[src/rtl/fm_diff_demod_if.sv]
// rtl/fm_diff_demod_if.sv - sample/DAC signal bundle for the differential FM demodulator
//
// Ports (master = sample source / DAC sink, slave = demodulator):
//   in_valid  : ad_data/ad_otr valid this cycle
//   ad_data   : ADC sample, offset-binary, DW bits
//   ad_otr    : ADC over-range indicator for this sample
//   clr_flags : one-cycle pulse, clears sticky flags
//   out_valid : da_data updated this cycle
//   da_data   : DAC word, OUT_W bits
//   env_out   : unscaled envelope (boxcar mean), DW+1 bits
//   sat_flag  : sticky, output saturated since last clear
//   otr_flag  : sticky, over-range sample masked since last clear
interface fm_diff_demod_if #(
    parameter int DW    = 8,
    parameter int OUT_W = 8
);
    logic             in_valid;
    logic [DW-1:0]    ad_data;
    logic             ad_otr;
    logic             clr_flags;
    logic             out_valid;
    logic [OUT_W-1:0] da_data;
    logic [DW:0]      env_out;
    logic             sat_flag;
    logic             otr_flag;

    modport master (
        output in_valid, ad_data, ad_otr, clr_flags,
        input  out_valid, da_data, env_out, sat_flag, otr_flag
    );

    modport slave (
        input  in_valid, ad_data, ad_otr, clr_flags,
        output out_valid, da_data, env_out, sat_flag, otr_flag
    );
endinterface

[src/rtl/fm_diff_demod.sv]
// rtl/fm_diff_demod.sv - differential FM demodulator: offset removal, LAG differentiator, rectifier, boxcar, gain/saturate
//
// Ports:
//   sys_clk : sample-domain clock
//   sys_rst : asynchronous, active-high reset
//   bus     : fm_diff_demod_if.slave (sample in, DAC word out, envelope debug, sticky flags)
//
// Optional macro FM_DCBLOCK_EN: adds a DC-tracking stage after the gain stage,
// centring the output at mid-scale and moving latency from E+4 to E+5.
module fm_diff_demod #(
    parameter int DW       = 8,
    parameter int LAG      = 1,
    parameter int AVG_LOG2 = 4,
    parameter int GAIN_SH  = 4,
    parameter int OUT_W    = 8,
    parameter int DC_SH    = 8
) (
    input logic            sys_clk,
    input logic            sys_rst,
    fm_diff_demod_if.slave bus
);
    localparam int NBUF = 1 << AVG_LOG2;
    localparam int AW   = DW + 1 + AVG_LOG2;
    localparam int PW   = $clog2(LAG + 1);

    // Valid pipeline: bit k means stage k holds a live sample
    logic [3:0]              v_q, v_d;
    logic signed [DW-1:0]    x_q, x_d;
    logic signed [DW-1:0]    dly_q [LAG];
    logic signed [DW-1:0]    dly_d [LAG];
    logic [PW-1:0]           prime_q, prime_d;
    logic signed [DW:0]      d_q, d_d;
    logic [DW:0]             a_q, a_d;
    logic [DW:0]             box_q [NBUF];
    logic [DW:0]             box_d [NBUF];
    logic [AVG_LOG2-1:0]     wp_q, wp_d;
    logic [AW-1:0]           acc_q, acc_d;
    logic                    out_valid_q, out_valid_d;
    logic [OUT_W-1:0]        da_q, da_d;
    logic [DW:0]             env_q, env_d;
    logic                    sat_q, sat_d;
    logic                    otr_q, otr_d;
    logic [DW:0]             env_c;
    logic                    sat_set;

`ifdef FM_DCBLOCK_EN
    // dc carries DC_SH fractional bits; one sign bit above the envelope range
    localparam int DCW = DW + 2 + DC_SH;
    localparam int YW  = DCW + GAIN_SH + 2;
    localparam logic signed [YW-1:0] Y_MAX = YW'((64'd1 << OUT_W) - 64'd1);
    localparam logic signed [YW-1:0] Y_MID = YW'(64'd1 << (OUT_W - 1));

    logic                    v4_q, v4_d;
    logic [DW:0]             envr_q, envr_d;
    logic signed [DCW-1:0]   dc_q, dc_d;
    logic signed [DCW-1:0]   err_c, dc_int_c;
    logic signed [YW-1:0]    y_c;
`else
    localparam int SW = ((DW + 1 + GAIN_SH) > OUT_W ? (DW + 1 + GAIN_SH) : OUT_W) + 1;
    localparam logic [SW-1:0] DA_MAX = SW'((64'd1 << OUT_W) - 64'd1);

    logic [SW-1:0]           s_c;
`endif

    always_comb begin
        v_d         = {v_q[2:0], bus.in_valid};
        x_d         = x_q;
        dly_d       = dly_q;
        prime_d     = prime_q;
        d_d         = d_q;
        a_d         = a_q;
        box_d       = box_q;
        wp_d        = wp_q;
        acc_d       = acc_q;
        out_valid_d = 1'b0;
        da_d        = da_q;
        env_d       = env_q;
        sat_set     = 1'b0;
        env_c       = acc_q[AW-1:AVG_LOG2];

        // S0: offset-binary to two's complement is an MSB flip; an
        // over-range sample keeps the previous accepted value in x_q.
        if (bus.in_valid && !bus.ad_otr) begin
            x_d = {~bus.ad_data[DW-1], bus.ad_data[DW-2:0]};
        end

        // S1: differentiate against the sample LAG accepted samples back
        if (v_q[0]) begin
            dly_d[0] = x_q;
            for (int i = 1; i < LAG; i++) begin
                dly_d[i] = dly_q[i-1];
            end
            if (prime_q < PW'(LAG)) begin
                prime_d = prime_q + PW'(1);
                d_d     = '0;
            end else begin
                d_d = (DW+1)'(x_q) - (DW+1)'(dly_q[LAG-1]);
            end
        end

        // S2: full-wave rectify; |d| <= 2^DW-1 fits unsigned DW+1
        if (v_q[1]) begin
            a_d = d_q[DW] ? $unsigned(-d_q) : $unsigned(d_q);
        end

        // S3: running-sum boxcar, oldest entry leaves as the new one enters
        if (v_q[2]) begin
            acc_d        = acc_q + AW'(a_q) - AW'(box_q[wp_q]);
            box_d[wp_q]  = a_q;
            wp_d         = wp_q + AVG_LOG2'(1);
        end

`ifdef FM_DCBLOCK_EN
        v4_d     = v_q[3];
        envr_d   = envr_q;
        dc_d     = dc_q;
        err_c    = $signed(DCW'(envr_q) << DC_SH) - dc_q;
        dc_int_c = dc_q >>> DC_SH;
        y_c      = $signed(YW'(envr_q)) - YW'(dc_int_c);
        y_c      = (y_c <<< GAIN_SH) + Y_MID;

        // S4: register the mean so the tracker sees a stable envelope
        if (v_q[3]) begin
            envr_d = env_c;
        end

        // S5: subtract the tracked DC, re-centre, clip at both rails
        if (v4_q) begin
            out_valid_d = 1'b1;
            env_d       = envr_q;
            dc_d        = dc_q + (err_c >>> DC_SH);
            if (y_c < 0) begin
                da_d    = '0;
                sat_set = 1'b1;
            end else if (y_c > Y_MAX) begin
                da_d    = Y_MAX[OUT_W-1:0];
                sat_set = 1'b1;
            end else begin
                da_d = y_c[OUT_W-1:0];
            end
        end
`else
        s_c = SW'(env_c) << GAIN_SH;

        // S4: shift gain with saturation at full scale
        if (v_q[3]) begin
            out_valid_d = 1'b1;
            env_d       = env_c;
            if (s_c > DA_MAX) begin
                da_d    = DA_MAX[OUT_W-1:0];
                sat_set = 1'b1;
            end else begin
                da_d = s_c[OUT_W-1:0];
            end
        end
`endif

        // Set wins over a simultaneous clear
        sat_d = (sat_q & ~bus.clr_flags) | sat_set;
        otr_d = (otr_q & ~bus.clr_flags) | (bus.in_valid & bus.ad_otr);
    end

    always_ff @(posedge sys_clk or posedge sys_rst) begin
        if (sys_rst) begin
            v_q         <= '0;
            x_q         <= '0;
            for (int i = 0; i < LAG; i++) begin
                dly_q[i] <= '0;
            end
            prime_q     <= '0;
            d_q         <= '0;
            a_q         <= '0;
            for (int i = 0; i < NBUF; i++) begin
                box_q[i] <= '0;
            end
            wp_q        <= '0;
            acc_q       <= '0;
            out_valid_q <= 1'b0;
            da_q        <= '0;
            env_q       <= '0;
            sat_q       <= 1'b0;
            otr_q       <= 1'b0;
`ifdef FM_DCBLOCK_EN
            v4_q        <= 1'b0;
            envr_q      <= '0;
            dc_q        <= '0;
`endif
        end else begin
            v_q         <= v_d;
            x_q         <= x_d;
            dly_q       <= dly_d;
            prime_q     <= prime_d;
            d_q         <= d_d;
            a_q         <= a_d;
            box_q       <= box_d;
            wp_q        <= wp_d;
            acc_q       <= acc_d;
            out_valid_q <= out_valid_d;
            da_q        <= da_d;
            env_q       <= env_d;
            sat_q       <= sat_d;
            otr_q       <= otr_d;
`ifdef FM_DCBLOCK_EN
            v4_q        <= v4_d;
            envr_q      <= envr_d;
            dc_q        <= dc_d;
`endif
        end
    end

    assign bus.out_valid = out_valid_q;
    assign bus.da_data   = da_q;
    assign bus.env_out   = env_q;
    assign bus.sat_flag  = sat_q;
    assign bus.otr_flag  = otr_q;
endmodule

[src/flat_wrapper.sv]
// flat-port wrapper written by rule: the top's interface ports become plain ports
module fm_diff_demod_flat 
#(
    parameter int DW       = 8,
    parameter int LAG      = 1,
    parameter int AVG_LOG2 = 4,
    parameter int GAIN_SH  = 4,
    parameter int OUT_W    = 8,
    parameter int DC_SH    = 8
)
  (sys_clk, sys_rst, bus_in_valid, bus_ad_data, bus_ad_otr, bus_clr_flags, bus_out_valid, bus_da_data, bus_env_out, bus_sat_flag, bus_otr_flag);
  fm_diff_demod_if #(.DW(DW), .OUT_W(OUT_W)) bus_i ();
  input logic sys_clk;
  input logic sys_rst;
  input wire logic [$bits(bus_i.in_valid)-1:0] bus_in_valid;
  input wire logic [$bits(bus_i.ad_data)-1:0] bus_ad_data;
  input wire logic [$bits(bus_i.ad_otr)-1:0] bus_ad_otr;
  input wire logic [$bits(bus_i.clr_flags)-1:0] bus_clr_flags;
  output wire logic [$bits(bus_i.out_valid)-1:0] bus_out_valid;
  output wire logic [$bits(bus_i.da_data)-1:0] bus_da_data;
  output wire logic [$bits(bus_i.env_out)-1:0] bus_env_out;
  output wire logic [$bits(bus_i.sat_flag)-1:0] bus_sat_flag;
  output wire logic [$bits(bus_i.otr_flag)-1:0] bus_otr_flag;
  assign bus_i.in_valid = bus_in_valid;
  assign bus_i.ad_data = bus_ad_data;
  assign bus_i.ad_otr = bus_ad_otr;
  assign bus_i.clr_flags = bus_clr_flags;
  assign bus_out_valid = bus_i.out_valid;
  assign bus_da_data = bus_i.da_data;
  assign bus_env_out = bus_i.env_out;
  assign bus_sat_flag = bus_i.sat_flag;
  assign bus_otr_flag = bus_i.otr_flag;
  fm_diff_demod #(.DW(DW), .LAG(LAG), .AVG_LOG2(AVG_LOG2), .GAIN_SH(GAIN_SH), .OUT_W(OUT_W), .DC_SH(DC_SH)) u_core (.sys_clk(sys_clk), .sys_rst(sys_rst), .bus(bus_i));
endmodule
[config.mk]
export PLATFORM = sky130hd
export DESIGN_NAME = fm_diff_demod_flat
export DESIGN_NICKNAME = d
export VERILOG_FILES = /design/src/rtl/fm_diff_demod_if.sv /design/src/rtl/fm_diff_demod.sv /design/src/flat_wrapper.sv
export SDC_FILE = /design/constraint.sdc
export NUM_CORES = 1
export LEC_CHECK = 0
export CORE_ASPECT_RATIO = 0.8
export CORE_MARGIN = 1.5
export CORE_UTILIZATION = 45
export DETAILED_ROUTE_END_ITERATION = 8
export DONT_BUFFER_PORTS = 1
export GPL_TIMING_DRIVEN = 0
export PLACE_DENSITY = 0.69
export SYNTH_ARGS = -nofsm -noshare
export SYNTH_HDL_FRONTEND = slang
export SYNTH_SLANG_ARGS = --single-unit
[constraint.sdc]
create_clock -name sys_clk -period 9.4 [get_ports sys_clk]
set_input_delay 1.41 -clock sys_clk [delete_from_list [all_inputs] [get_ports sys_clk]]
set_output_delay 1.41 -clock sys_clk [all_outputs]
set_load 0.03 [all_outputs]
# Yosys cells after proc, flatten, opt, wreduce, memory -nomap -nowiden
# Cells that the tools add are included.
dict set report op_classes {
  n_reduce_logical 4
  n_eq_ne 0
  magnitude_cmp 4
  addsub 6
  n_div 0
  bitwise 8
  shift 0
  mux 12
  n_mul 0
}
# cell count
set ops {}
lappend ops {{bitwise mux 144 bit} 1}
lappend ops {{two-way mux 9 bit} 5}
lappend ops {{binary-select mux 9 bit (select 4 bit)} 1}
lappend ops {{demux 9 bit (select 4 bit)} 1}
lappend ops {{adder 13 x 9 -> 13 bit} 1}
lappend ops {{> comparator 13 x 8 -> 1 bit (second input constant)} 1}
lappend ops {{subtractor 13 x 9 -> 13 bit} 1}
lappend ops {{negation 9 bit} 1}
lappend ops {{subtractor 8 x 8 -> 9 bit} 1}
lappend ops {{two-way mux 8 bit} 1}
lappend ops {{>= comparator 5 bit (second input constant)} 1}
lappend ops {{less-than comparator 5 x 1 -> 1 bit (second input constant)} 1}
lappend ops {{NOT 4 -> 5 bit} 1}
lappend ops {{adder 4 x 1 -> 4 bit (second input constant)} 1}
lappend ops {{bitwise AND 1 bit} 3}
lappend ops {{two-way mux 1 bit} 3}
lappend ops {{logical AND 1 bit} 2}
lappend ops {{NOT 1 bit} 2}
lappend ops {{OR 1 bit} 2}
lappend ops {{AND reduction 2 bit} 1}
lappend ops {{adder 1 bit (second input constant)} 1}
lappend ops {{zero test 1 bit} 1}
lappend ops {{less-than comparator 1 bit (second input constant)} 1}
dict set report word_totals {
  ram_bits 0
  out_inout_bits 20
  ff_bits 220
  rom_bits 0
  wordCells 63
  latchBits 0
  in_bits 13
  n_memories 0
}

# Longest topological paths before layout
dict set report logic_depth {
  word_depth 6
  ltp_mapped 13
  depth_no_buf 11
}

# Worst setup path before layout
# Ideal clock, no wire load.
dict set report synth_timing {
  path_kind {reg-to-reg}
  startpoint {register u_core.wp_q[1]}
  endpoint {register u_core.acc_q[12]}
  required_ns 9.280
  arrival_time_ns 3.699
  period_less_slack_ns 3.819
  setup_ns 0.120
  slack_ns 5.581
  n_path_buf 2
  path_stages_with_launch 13
  cell_sequence {dfrtp_1 buf_2 clkbuf_1 mux4_2 mux4_2 fa_1 inv_1 fa_1 a21o_1 a21oi_1 o21bai_1 and3b_1 o211a_1}
}
dict set report synth_between {
  elab_chain_cells 5
}
# element line
set synth_rtl {}
lappend synth_rtl {{start, declared} fm_diff_demod.sv:36} ;# logic [AVG_LOG2-1:0] wp_q, wp_d;
lappend synth_rtl {{start signal, assigned} fm_diff_demod.sv:196} ;# wp_q <= wp_d;
lappend synth_rtl {{NOT 4 -> 5 bit (implied by the code)} fm_diff_demod.sv:108} ;# acc_d = acc_q + AW'(a_q) - AW'(box_q[wp_q]);
lappend synth_rtl {{binary-select mux 9 bit (select 4 bit)} fm_diff_demod.sv:108}
lappend synth_rtl {{two-way mux 9 bit (implied by the code) (2 in a row)} fm_diff_demod.sv:108}
lappend synth_rtl {{subtractor 13 x 9 -> 13 bit} fm_diff_demod.sv:108}
lappend synth_rtl {{end signal, assigned} fm_diff_demod.sv:177} ;# acc_q <= '0;
lappend synth_rtl {{end signal, assigned} fm_diff_demod.sv:197} ;# acc_q <= acc_d;
lappend synth_rtl {{end, declared} fm_diff_demod.sv:37} ;# logic [AW-1:0] acc_q, acc_d;
# No other way between the ends. The select of a mux whose other input is x is not followed.
# A chain may end at the register's enable or synchronous reset.

# Final worst setup path
# Same ends and word-level chain as after synthesis.

==> results.txt <==
After detailed placement, the design holds a cell count of between 1k and 1.5k. After detailed routing, the average wire length per cell comes to about 19 um. In the global route stage, met1 resource usage came out at between 20 and 30%. The synthesized netlist cell count came out at about 910. The number of synthesized flops with an enable pin is 0. The number of buffers inserted by hold repair at cts came out at 0. Of all flip-flops after synthesis, the portion carrying an async set or reset was 100.0%. The number of H-tree levels is 1. The cell area power density is between 400 and 500 mW/mm2. The run finished with clean final reports.

The post-synthesis cell type with the largest combined area is sky130_fd_sc_hd__dfrtp_1. Entering global routing, the biggest net connects about 130 pins. The initial DRC count came out at around 630. For the worst setup path, the data arrival time is ~5.1 ns. The quantity of I/O buffers inserted on ports is 0. The horizontal extent of the die is between 150 and 200 um. The part of the cycle the worst path needs came out at 49.95%. The max-slew violation count came out at 0. STA classifies the critical path endpoint as a register.

The number of standard cells in the layout, taps in and fillers out came out at between 1k and 1.5k. Across all layers, the routed design uses about 7.0k vias. Setup violations remaining at the end of the flow were counted as 0.

The height of the die is approximately 140 um. By area the synthesized netlist is led by sky130_fd_sc_hd__dfrtp_1 52%, sky130_fd_sc_hd__mux4_2 9.8%, sky130_fd_sc_hd__o21ai_0 6.5%, sky130_fd_sc_hd__nand2_1 5.3%, sky130_fd_sc_hd__mux2_2 5.3%. For this configuration, the core starts out at a cell density of 46.05%. The total leakage power is a little over 5 nW. In the synthesized netlist the dominant register cell turns out to be sky130_fd_sc_hd__dfrtp_1. The global-route congestion overflow total came out at 0. The count of buffers added by post-CTS timing repair for setup came out at 0. In the final layout, the share of cells above drive strength 1 is 16.47%.

The count of nets left with antenna violations once routing finished came out at 0. The cell with the largest stage delay on the worst path is sky130_fd_sc_hd__clkbuf_1. The proportion of synthesized chip area in sequential cells is approximately 52%. In the final timing run, aggregate negative setup slack is 0 ns.

The cell area after placement is ~0.011 mm2. In this run, CTS created clock tree buffers numbering 22. Clock-pin slew was measured on the worst setup and hold paths at roughly 0.06 ns. The average vias per placed instance is around 5.6.

Setup repair after global routing left no endpoint under its margin. Counting every net in the synthesized netlist gives roughly 960. The final core area utilization is ~51%. For the worst setup path, the data required time is slightly below 10 ns. The upper clock frequency limit came out at about 210 MHz. The number of violations of the max-capacitance limit came out at 0.

Among all cell types in the netlist, the one instantiated most often is sky130_fd_sc_hd__dfrtp_1. Traced cell by cell, the critical path runs through buf_2 > clkbuf_1 > mux4_2 > mux4_2 > fa_1 > inv_1 > fa_1 > a21o_1 > a21oi_1 > o21bai_1 > and3b_1 > o211a_1. The total DRC errors in the routed layout came out at 0. The first-pass iteration count of the detailed router came out at 5.

The worst slew slack as a fraction of its limit came out at 27.99%. The number of top-level pins came out at 33. The post-synthesis average cell area is ~11 um2. The clock period minus final worst setup slack came out at roughly 4.7 ns. The total length of routed wires came out at around 24 mm. The number of filler instances in the final layout came out at between 2k and 2.5k. The met2 usage came out at 31.30%.

The slew of the pin with the lowest slew margin came out at around 1.1 ns. The critical path contains buffers and inverters numbering 3 combined. The TritonCTS clock tree is built. The final design instance area without fill came out at ~0.012 mm2. The number of warnings issued by yosys came out at 0. The worst setup path is launched from a register. The final hold violation count came to 0.

The met3 usage came out at 4.852%. The min-delay analysis places its worst path in the category register to register. Counting instances in the post-synthesis netlist gives the leading cell types as 217 x sky130_fd_sc_hd__dfrtp_1, 147 x sky130_fd_sc_hd__nand2_1, 135 x sky130_fd_sc_hd__o21ai_0. The final total power came out at 4.848 mW. The cell area after technology mapping is approximately 0.010 mm2. The die covers around 0.024 mm2.

The clock insertion delay at the later pin of the skew report came out at between 0.5 and 0.6 ns. After the last flow step, the layout net total stands at 986. The final worst clock skew came out at between 0.015 and 0.02 ns. The maximum cell stage delay along the critical path came out at 0.65 ns.

The maximum net fanout on the critical path came out at 10. The synthesized design contains 217 register bits. The area of the core came out at between 0.02 and 0.025 mm2. The number of buffers on the longest clock path is 3. The number of global-route vias before repair came out at 7054. The top cell type's share of synthesized area is 52.27%.

Counting distinct cell types in the post-synthesis netlist gives between 50 and 60. The total clock sinks is 217. The number of gates resized after cts came out at 0. The wire length of the first global-routing pass came out at ~39 mm. Summed over all nets, the half-perimeter wirelength after detailed placement is 16.35 mm.

The floorplan row count is 49. At the end of routability-driven placement, the weighted congestion stood at slightly below 0.9. The kind of cell with the highest combined delay along the critical path is buffers and inverters. In this run the most used layer during global routing was met2. The number of antenna violations at the first check in global routing is 2. The root buffer cell chosen for the clock tree is sky130_fd_sc_hd__clkbuf_16. The overall fraction of global-route tracks in use came out at between 20% and 30%. The area added between synthesis and finish is 10.83%.

The classification of the worst setup path is register to register. The worst voltage drop across the vdd grid came out at 0.0002261 V.
==> layout make-up <==
cell class / count / area [um2] / share of cell area (%)
repair buffers: 1 / 27.53 / 0.2391
plain buffers: 52 / 240.2 / 2.087
diodes: 2 / 5.005 / 0.04347
inverters: 69 / 266.5 / 2.315
clock buffers: 33 / 653.1 / 5.673
multi-input cells: 571 / 4459 / 38.73
well taps: 306 / 382.9 / 3.325
flip-flops and latches: 217 / 5430 / 47.16
clock inverters: 4 / 48.80 / 0.4238
==> cell families after synthesis <==
group	after synthesis	share of synthesized area (%)
AND/OR/NAND/NOR	222	9.792
flip-flops	217	52.27
AO/OA/AOI/OAI	189	10.26
buffers and inverters	121	4.806
multiplexers	103	15.93
adder cells (fa/ha/maj)	39	5.420
XOR/XNOR	18	1.518
==> worst paths after layout <==
path                                             from                           endpoint  slack, ns  cells past startpoint
max                        u_core.wp_q[1]$_DFFE_PP0P_       u_core.acc_q[12]$_DFFE_PP0P_       4.70                     12
min                           u_core.v_q[3]$_DFF_PP0_     u_core.bus.out_valid$_DFF_PP0_       0.37                      0
max reg2reg                u_core.wp_q[1]$_DFFE_PP0P_       u_core.acc_q[12]$_DFFE_PP0P_       4.70                     12
min reg2reg                   u_core.v_q[3]$_DFF_PP0_     u_core.bus.out_valid$_DFF_PP0_       0.37                      0
max in group asynchronous                     sys_rst      u_core.box_q[108]$_DFFE_PP0P_       7.54                      2
min in group asynchronous                     sys_rst  u_core.bus.env_out[5]$_DFFE_PP0P_       0.82                      1
==> cells in the final DEF (no fill, tap or decap), types with 4 or more instances in the layout <==
| cell | instances |
|---|---|
| sky130_fd_sc_hd__nand2_1 | 147 |
| sky130_fd_sc_hd__dfrtp_1 | 217 |
| sky130_fd_sc_hd__o22ai_1 | 4 |
| sky130_fd_sc_hd__nand3_2 | 4 |
| sky130_fd_sc_hd__mux2_2 | 49 |
| sky130_fd_sc_hd__mux4_2 | 45 |
| sky130_fd_sc_hd__mux2i_1 | 9 |
| sky130_fd_sc_hd__ha_1 | 29 |
| sky130_fd_sc_hd__nor2_1 | 17 |
| sky130_fd_sc_hd__o211ai_1 | 4 |
| sky130_fd_sc_hd__buf_2 | 9 |
| sky130_fd_sc_hd__or3_1 | 5 |
| sky130_fd_sc_hd__a21oi_1 | 16 |
| sky130_fd_sc_hd__nand4_1 | 6 |
| sky130_fd_sc_hd__clkbuf_1 | 38 |
| sky130_fd_sc_hd__o21ai_0 | 135 |
| sky130_fd_sc_hd__xor2_1 | 7 |
| sky130_fd_sc_hd__a21o_1 | 5 |
| sky130_fd_sc_hd__buf_4 | 4 |
| sky130_fd_sc_hd__fa_1 | 10 |
| sky130_fd_sc_hd__inv_1 | 68 |
| sky130_fd_sc_hd__nand3_1 | 13 |
| sky130_fd_sc_hd__nor2b_1 | 9 |
| sky130_fd_sc_hd__clkbuf_8 | 4 |
| sky130_fd_sc_hd__buf_1 | 5 |
| sky130_fd_sc_hd__clkbuf_16 | 23 |
| sky130_fd_sc_hd__xnor2_1 | 11 |
| sky130_fd_sc_hd__o21bai_1 | 4 |
| sky130_fd_sc_hd__nand2b_1 | 5 |
==> per-layer routing <==
metal  share of wire (%)  wire [um]
met1                  46      10960
met2                  44      10500
met3                 6.8       1618
met4                 3.1        730
met5                   0          0
==> where the power goes <==
part           switching, mW  leakage, nW  internal (mW)
clock network          0.357        0.345          0.505
logic                   1.32         2.13           1.07
registers              0.287         2.69           1.31
total                   1.96         5.17           2.89
==> state kept, by name, indices dropped and copies added (netlist names) <==
name and flops:
u_core.prime_q 1, u_core.acc_q 13, u_core.x_q 8, u_core.bus.otr_flag 1, u_core.box_q 144, u_core.v_q 4
u_core.bus.da_data 5, u_core.dly_q 8, u_core.wp_q 4, u_core.bus.sat_flag 1, u_core.bus.out_valid 1, u_core.bus.env_out 9
u_core.a_q 9, u_core.d_q 9
==> through the flow <==
stage	setup slack (ns)	hold WS (ns)
after floorplan	2.054	0.3487
after global placement	-0.2696	0.3581
after detailed placement	4.771	0.3588
after CTS	4.726	0.3718
after global routing	4.574	0.3953
final	4.704	0.3732
Power figures use the tool's default switching activity.
